`src/rtl/klp32_pkg.sv`:
```
// Shared types and constants for the klp32 front end.
package klp32_pkg;

    localparam int XLEN = 32;
    localparam logic [XLEN-1:0] NOP_INST = 32'h0000_0013;

    typedef enum logic [2:0] {
        S_IDLE = 3'd0,
        S_REQ  = 3'd1,
        S_WAIT = 3'd2,
        S_DROP = 3'd3,
        S_HOLD = 3'd4
    } fetch_state_t;

    // Instruction addresses are always word aligned.
    function automatic logic [XLEN-1:0] align_word(input logic [XLEN-1:0] a);
        return a & ~32'd3;
    endfunction

endpackage

```
`src/rtl/fetch_buffer.sv`:
```
// Single-entry holding register for a word that arrived while decode was stalled.
module fetch_buffer
    import klp32_pkg::*;
(
    input  logic            clk,
    input  logic            reset,
    input  logic            i_load,
    input  logic            i_clear,
    input  logic [XLEN-1:0] i_inst,
    input  logic [XLEN-1:0] i_pc,
    output logic            o_valid,
    output logic [XLEN-1:0] o_inst,
    output logic [XLEN-1:0] o_pc
);

    logic            r_valid;
    logic [XLEN-1:0] r_inst;
    logic [XLEN-1:0] r_pc;

    // Clear wins: a redirect must never let a captured word survive.
    always_ff @(posedge clk) begin
        if (reset) begin
            r_valid <= 1'b0;
            r_inst  <= NOP_INST;
            r_pc    <= '0;
        end else if (i_clear) begin
            r_valid <= 1'b0;
        end else if (i_load) begin
            r_valid <= 1'b1;
            r_inst  <= i_inst;
            r_pc    <= i_pc;
        end
    end

    assign o_valid = r_valid;
    assign o_inst  = r_inst;
    assign o_pc    = r_pc;

endmodule

```
`src/rtl/fetch.sv`:
```
// Instruction fetch: one outstanding memory request, stall buffer and redirect handling.
//  state | meaning
//  IDLE  | first cycle after reset, no request
//  REQ   | request driven at pc, waiting for grant
//  WAIT  | granted, waiting for read data
//  DROP  | granted but redirected, next read data is thrown away
//  HOLD  | word parked in buffer until decode accepts it
module fetch
    import klp32_pkg::*;
#(
    parameter logic [31:0] RESET_PC = 32'h0000_0000
) (
    input  logic        clk,
    input  logic        reset,
    input  logic        i_stall,
    input  logic        i_pc_sel,
    input  logic [31:0] i_pc_target,
    output logic        o_imem_req,
    output logic [31:0] o_imem_addr,
    input  logic        i_imem_gnt,
    input  logic        i_imem_rvalid,
    input  logic [31:0] i_imem_rdata,
    output logic [31:0] o_fetch_inst,
    output logic [31:0] o_fetch_pc,
    output logic [31:0] o_fetch_pc_inc,
    output logic        o_fetch_valid
);

    fetch_state_t    r_state;
    fetch_state_t    w_state_nxt;
    logic [XLEN-1:0] r_pc;
    logic [XLEN-1:0] w_pc_nxt;
    logic [XLEN-1:0] r_out_inst;
    logic [XLEN-1:0] r_out_pc;
    logic [XLEN-1:0] r_out_pc_inc;
    logic            r_out_valid;

    logic            w_load_rsp;
    logic            w_load_buf;
    logic            w_bubble;
    logic            w_buf_load;
    logic            w_buf_clear;
    logic            w_buf_valid;
    logic [XLEN-1:0] w_buf_inst;
    logic [XLEN-1:0] w_buf_pc;

    always_ff @(posedge clk) begin
        if (reset) r_state <= S_IDLE;
        else       r_state <= w_state_nxt;
    end

    always_comb begin
        w_state_nxt = r_state;
        case (r_state)
            S_IDLE: w_state_nxt = S_REQ;
            S_REQ: begin
                if (i_imem_gnt) w_state_nxt = i_pc_sel ? S_DROP : S_WAIT;
            end
            S_WAIT: begin
                if (i_imem_rvalid)
                    w_state_nxt = (i_pc_sel || !i_stall) ? S_REQ : S_HOLD;
                else if (i_pc_sel)
                    w_state_nxt = S_DROP;
            end
            S_DROP: begin
                if (i_imem_rvalid) w_state_nxt = S_REQ;
            end
            S_HOLD: begin
                if (i_pc_sel || !i_stall) w_state_nxt = S_REQ;
            end
            default: w_state_nxt = S_IDLE;
        endcase
    end

    // Redirect outranks everything; otherwise the slot only moves when decode accepts.
    always_comb begin
        w_pc_nxt   = r_pc;
        w_load_rsp = 1'b0;
        w_load_buf = 1'b0;
        if (i_pc_sel) begin
            w_pc_nxt = align_word(i_pc_target);
        end else if (r_state == S_WAIT && i_imem_rvalid && !i_stall) begin
            w_load_rsp = 1'b1;
            w_pc_nxt   = r_pc + 32'd4;
        end else if (r_state == S_HOLD && !i_stall && w_buf_valid) begin
            w_load_buf = 1'b1;
            w_pc_nxt   = r_pc + 32'd4;
        end
        w_bubble    = i_pc_sel || (!i_stall && !w_load_rsp && !w_load_buf);
        w_buf_load  = (r_state == S_WAIT) && i_imem_rvalid && i_stall && !i_pc_sel;
        w_buf_clear = i_pc_sel || w_load_buf;
    end

    assign o_imem_req  = (r_state == S_REQ);
    assign o_imem_addr = r_pc;

    fetch_buffer u_buf (
        .clk     (clk),
        .reset   (reset),
        .i_load  (w_buf_load),
        .i_clear (w_buf_clear),
        .i_inst  (i_imem_rdata),
        .i_pc    (r_pc),
        .o_valid (w_buf_valid),
        .o_inst  (w_buf_inst),
        .o_pc    (w_buf_pc)
    );

    always_ff @(posedge clk) begin
        if (reset) begin
            r_pc         <= RESET_PC;
            r_out_inst   <= NOP_INST;
            r_out_pc     <= '0;
            r_out_pc_inc <= '0;
            r_out_valid  <= 1'b0;
        end else begin
            r_pc <= w_pc_nxt;
            if (w_load_rsp) begin
                r_out_inst   <= i_imem_rdata;
                r_out_pc     <= r_pc;
                r_out_pc_inc <= r_pc + 32'd4;
                r_out_valid  <= 1'b1;
            end else if (w_load_buf) begin
                r_out_inst   <= w_buf_inst;
                r_out_pc     <= w_buf_pc;
                r_out_pc_inc <= w_buf_pc + 32'd4;
                r_out_valid  <= 1'b1;
            end else if (w_bubble) begin
                r_out_inst   <= NOP_INST;
                r_out_valid  <= 1'b0;
            end
        end
    end

    assign o_fetch_inst   = r_out_inst;
    assign o_fetch_pc     = r_out_pc;
    assign o_fetch_pc_inc = r_out_pc_inc;
    assign o_fetch_valid  = r_out_valid;

endmodule

```
`config.mk`:
```
export PLATFORM = sky130hd
export DESIGN_NAME = fetch
export DESIGN_NICKNAME = d
export VERILOG_FILES = /design/src/rtl/klp32_pkg.sv /design/src/rtl/fetch_buffer.sv /design/src/rtl/fetch.sv
export SDC_FILE = /design/constraint.sdc
export NUM_CORES = 1
export LEC_CHECK = 0
export ABC_AREA = 1
export ABC_CLOCK_PERIOD_IN_PS = 3800
export CAP_MARGIN = 40
export CORE_MARGIN = 3
export CORE_UTILIZATION = 55
export DETAILED_ROUTE_END_ITERATION = 7
export PLACE_DENSITY_LB_ADDON = 0.1
export SLEW_MARGIN = 20
export SYNTH_ARGS = -nofsm -noshare
export SYNTH_HDL_FRONTEND = slang
export SYNTH_SLANG_ARGS = --single-unit
```
`constraint.sdc`:
```
create_clock -name clk -period 3.8 [get_ports clk]
set_clock_uncertainty 0.05 [all_clocks]
set_input_delay 0.38 -clock clk [delete_from_list [all_inputs] [get_ports clk]]
set_output_delay 0.38 -clock clk [all_outputs]
set_load 0.03 [all_outputs]
```
==> summary.md <==
| Metric | Value |
|---|---|
| Run status | `finished clean` |
| Post-Place Worst Slack | `1.16 ns` |
| Post-CTS Setup Inserts | `0` |
| Mux contribution to synthesized area | `0` |
| Adder-cell share of the synthesized area | `0.00276` |
| RSZ-0062 raised after global routing | `no` |
| Final worst slack | `1.36 ns` |
| Grt ovf | `0` |
| Post-DRT Antenna Nets | `0` |
| Crit end category | `flip-flop` |
| Xor-xnor portion of the synthesized cell area | `0.0222` |
| WHS | `0.415 ns` |
| Startpoint Class | `flip-flop` |
| Critical Path Fanout Max | `6` |
| Crit path required time | `4.13 ns` |
| Final Net Count | `1543` |
| CTS tree | `built` |
| Die width | `134 um` |
| H-tree Lvls | `4` |
| Clock Latency Late Sink | `0.44 ns` |
| Worst vdd ir | `0.284 mV` |
| Largest family of logic cells by synthesized area | `simple AND/OR/NAND/NOR gates` |
| Mapped Cells | `1319` |
| Setup violations, final | `0` |
| Worst EP arrival | `2.77 ns` |
| Synthesized flop and latch total | `189` |
| Slew headroom | `0.479` |
| Pre-Repair DR Iteration Count | `6` |
| Number of global-route vias before repair | `8720` |
| Initial core utilization | `0.567` |
| R2r setup slk | `1.36 ns` |
| IO buf count | `191` |
| Hpwl dp | `21400 um` |
| Hold Path Class | `reg2reg` |
| P per Cell Area | `427 mW/mm^2` |
| Sink Count | `189` |
| Vias per cell | `5.74` |
| Max Cap Viol | `0` |
| Min Clock Period, post-route | `2.44 ns` |
| Simple-Gate Fraction of Synth Area | `0.276` |
| Initial antenna violation count | `0` |
| Syn-to-layout area delta | `28.5%` |
| Sequential cell area fraction in the yosys report | `0.417` |
| Worst-Margin Slew | `0.781 ns` |
| Post-CTS Hold Fix Bufs | `0` |
| Mapped cell area | `0.00907 mm^2` |
| Core Region | `0.0160 mm^2` |
| Final period util | `0.642` |
| Layout fillers | `1374` |
| CTS buffer count | `17` |
| Wirelength, routed | `30100 um` |
| Synth Area per Inst | `6.88 um^2` |
| Cell area after layout | `0.0117 mm^2` |
| Register Area | `0.00378 mm^2` |
| Die Span Y | `134 um` |
| Final Slew Violations | `0` |
| Leak Pwr | `0.00443 uW` |
| Share of post-route cells with drive strength above 1 | `0.0512` |
| First-pass GRT wire length | `46500 um` |
| Routed wire per std cell | `17.7 um` |
| Setup TNS | `0 ns` |
| Routability Congestion | `0.946` |
| Root buf cell | `clkbuf_16` |
| DIE AREA | `0.0181 mm^2` |
| Multi-input logic area | `0.00460 mm^2` |
| Largest net degree at the start of global routing | `80` |
| Diodes inserted | `0` |
| Finished Core Util | `0.728` |
| FP Rows | `46` |
| Cell Area, Placed | `0.0110 mm^2` |
| Hold Vio Cnt, Final | `0` |
| Total global-route track usage | `0.323` |
| Synth Area in Compound Gates | `0.204` |
| Drt initial violations | `1003` |
| Max clock buf depth | `2` |
| Clk slew on worst S/H paths | `0.08 ns` |
| Worst setup path class | `reg2reg` |
| I/O pin cnt | `200` |
| Post-synth cell types | `35` |
| DRC | `0` |
| Fmax | `0.410 GHz` |
| Routed vias | `9757` |
| Post_cts resized | `0` |
| Ys Warns | `0` |
-- placed cells by master (no fill, tap or decap), types with 2 or more instances in the layout --
cell type	count
a211oi_1	11
a21oi_1	123
a22oi_1	31
a31oi_1	4
buf_12	2
buf_4	14
clkbuf_16	17
clkdlybuf4s50_1	191
clkinv_2	2
clkinv_8	3
conb_1	6
dfxtp_1	189
ha_1	2
inv_1	80
inv_2	7
inv_6	5
inv_8	4
nand2_1	274
nand2_2	2
nand3_1	82
nand3b_1	5
nand4_1	5
nor2_1	215
nor2_2	7
nor2_4	2
nor3_1	5
o21ai_0	132
o21bai_1	3
o221ai_1	22
or2_2	6
xnor2_1	5
xor2_1	18
-- worst max-delay path, stage by stage, from the launching register on --
cell and delay (ns):
dfxtp_1 0.48, ha_1 0.28, nand2_1 0.07, nor2_1 0.23
nand2_1 0.26, nor2_2 0.32, xor2_1 0.36, nand2_1 0.10
nand3_1 0.11, nand3_1 0.07, inv_1 0.06
-- synthesized netlist by cell type, drive strengths merged --
cell type / number / share of area
nor4: 1 / 0.00069
a31oi: 4 / 0.0028
nor3: 5 / 0.0028
a22oi: 31 / 0.026
o21ai: 132 / 0.073
xor2: 18 / 0.017
inv: 88 / 0.036
buf: 38 / 0.024
nand4: 6 / 0.0058
or2: 6 / 0.0041
nor2: 224 / 0.096
clkbuf: 42 / 0.017
ha: 2 / 0.0028
and2: 1 / 0.00069
nor3b: 1 / 0.00083
o211ai: 1 / 0.00083
o21bai: 3 / 0.0025
nand2: 276 / 0.11
conb: 1 / 0.00041
nand3b: 5 / 0.0041
xnor2: 5 / 0.0048
a21oi: 123 / 0.068
a21o: 1 / 0.00083
dfxtp: 189 / 0.42
o221ai: 22 / 0.021
nand3: 83 / 0.046
a211oi: 11 / 0.0091
-- per-layer routing --
metal | share of wire | vias up | track usage
met5 | 0 | - | 0
met4 | 0.035 | 0 | 0.127
met1 | 0.42 | 4540 | 0.442
met3 | 0.078 | 75 | 0.0518
li1 | - | 4680 | -
met2 | 0.46 | 462 | 0.515
-- final timing paths --
kind,startpoint,endpoint,cells after the start
worst min register to register,o_fetch_pc_inc[29]$_SDFFE_PP0P_,o_fetch_pc_inc[29]$_SDFFE_PP0P_,2
worst max-delay path,o_imem_addr[3]$_SDFFE_PP0P_,o_fetch_pc_inc[14]$_SDFFE_PP0P_,10
worst max register to register,o_imem_addr[3]$_SDFFE_PP0P_,o_fetch_pc_inc[14]$_SDFFE_PP0P_,10
worst min-delay path,o_fetch_pc_inc[29]$_SDFFE_PP0P_,o_fetch_pc_inc[29]$_SDFFE_PP0P_,2
-- power breakdown --
part	leakage, uW	switching [uW]	internal [uW]	total, uW
Sequential	0.00153	154	2100	2260
Combinational	0.00260	572	352	923
Clock	0.000292	908	892	1800
-- sequential cells by signal (all words and copies together), names as in the netlist --
name,cells
o_imem_addr,30
o_fetch_valid,1
o_fetch_pc_inc,30
u_buf.o_valid,1
u_buf.o_inst,32
r_state,3
o_fetch_pc,30
o_fetch_inst,32
u_buf.o_pc,30
-- logic make-up after synthesis --
kind of cell,after synthesis
AO/OA/AOI/OAI,328
XOR/XNOR,23
adder cells (fa/ha/maj),2
buffers and inverters,168
flip-flops,189
other,1
AND/OR/NAND/NOR,608
-- per-stage QoR --
step | power, uW | instances
3_3_place_gp | 3180 | 1666
4_1_cts | 4970 | 1699
5_1_grt | 5160 | 1700
2_1_floorplan | 2810 | 1324
6_report | 4980 | 1700
3_5_place_dp | 3210 | 1667
-- cell type report --
class,instances,area share
clock buffer,17,0.0365
multi-input combinational,967,0.395
tap,216,0.0232
inverter,88,0.0285
clock inverter,15,0.0144
timing repair buffer,208,0.178
sequential,189,0.325
(Power assumes the default switching activity.)
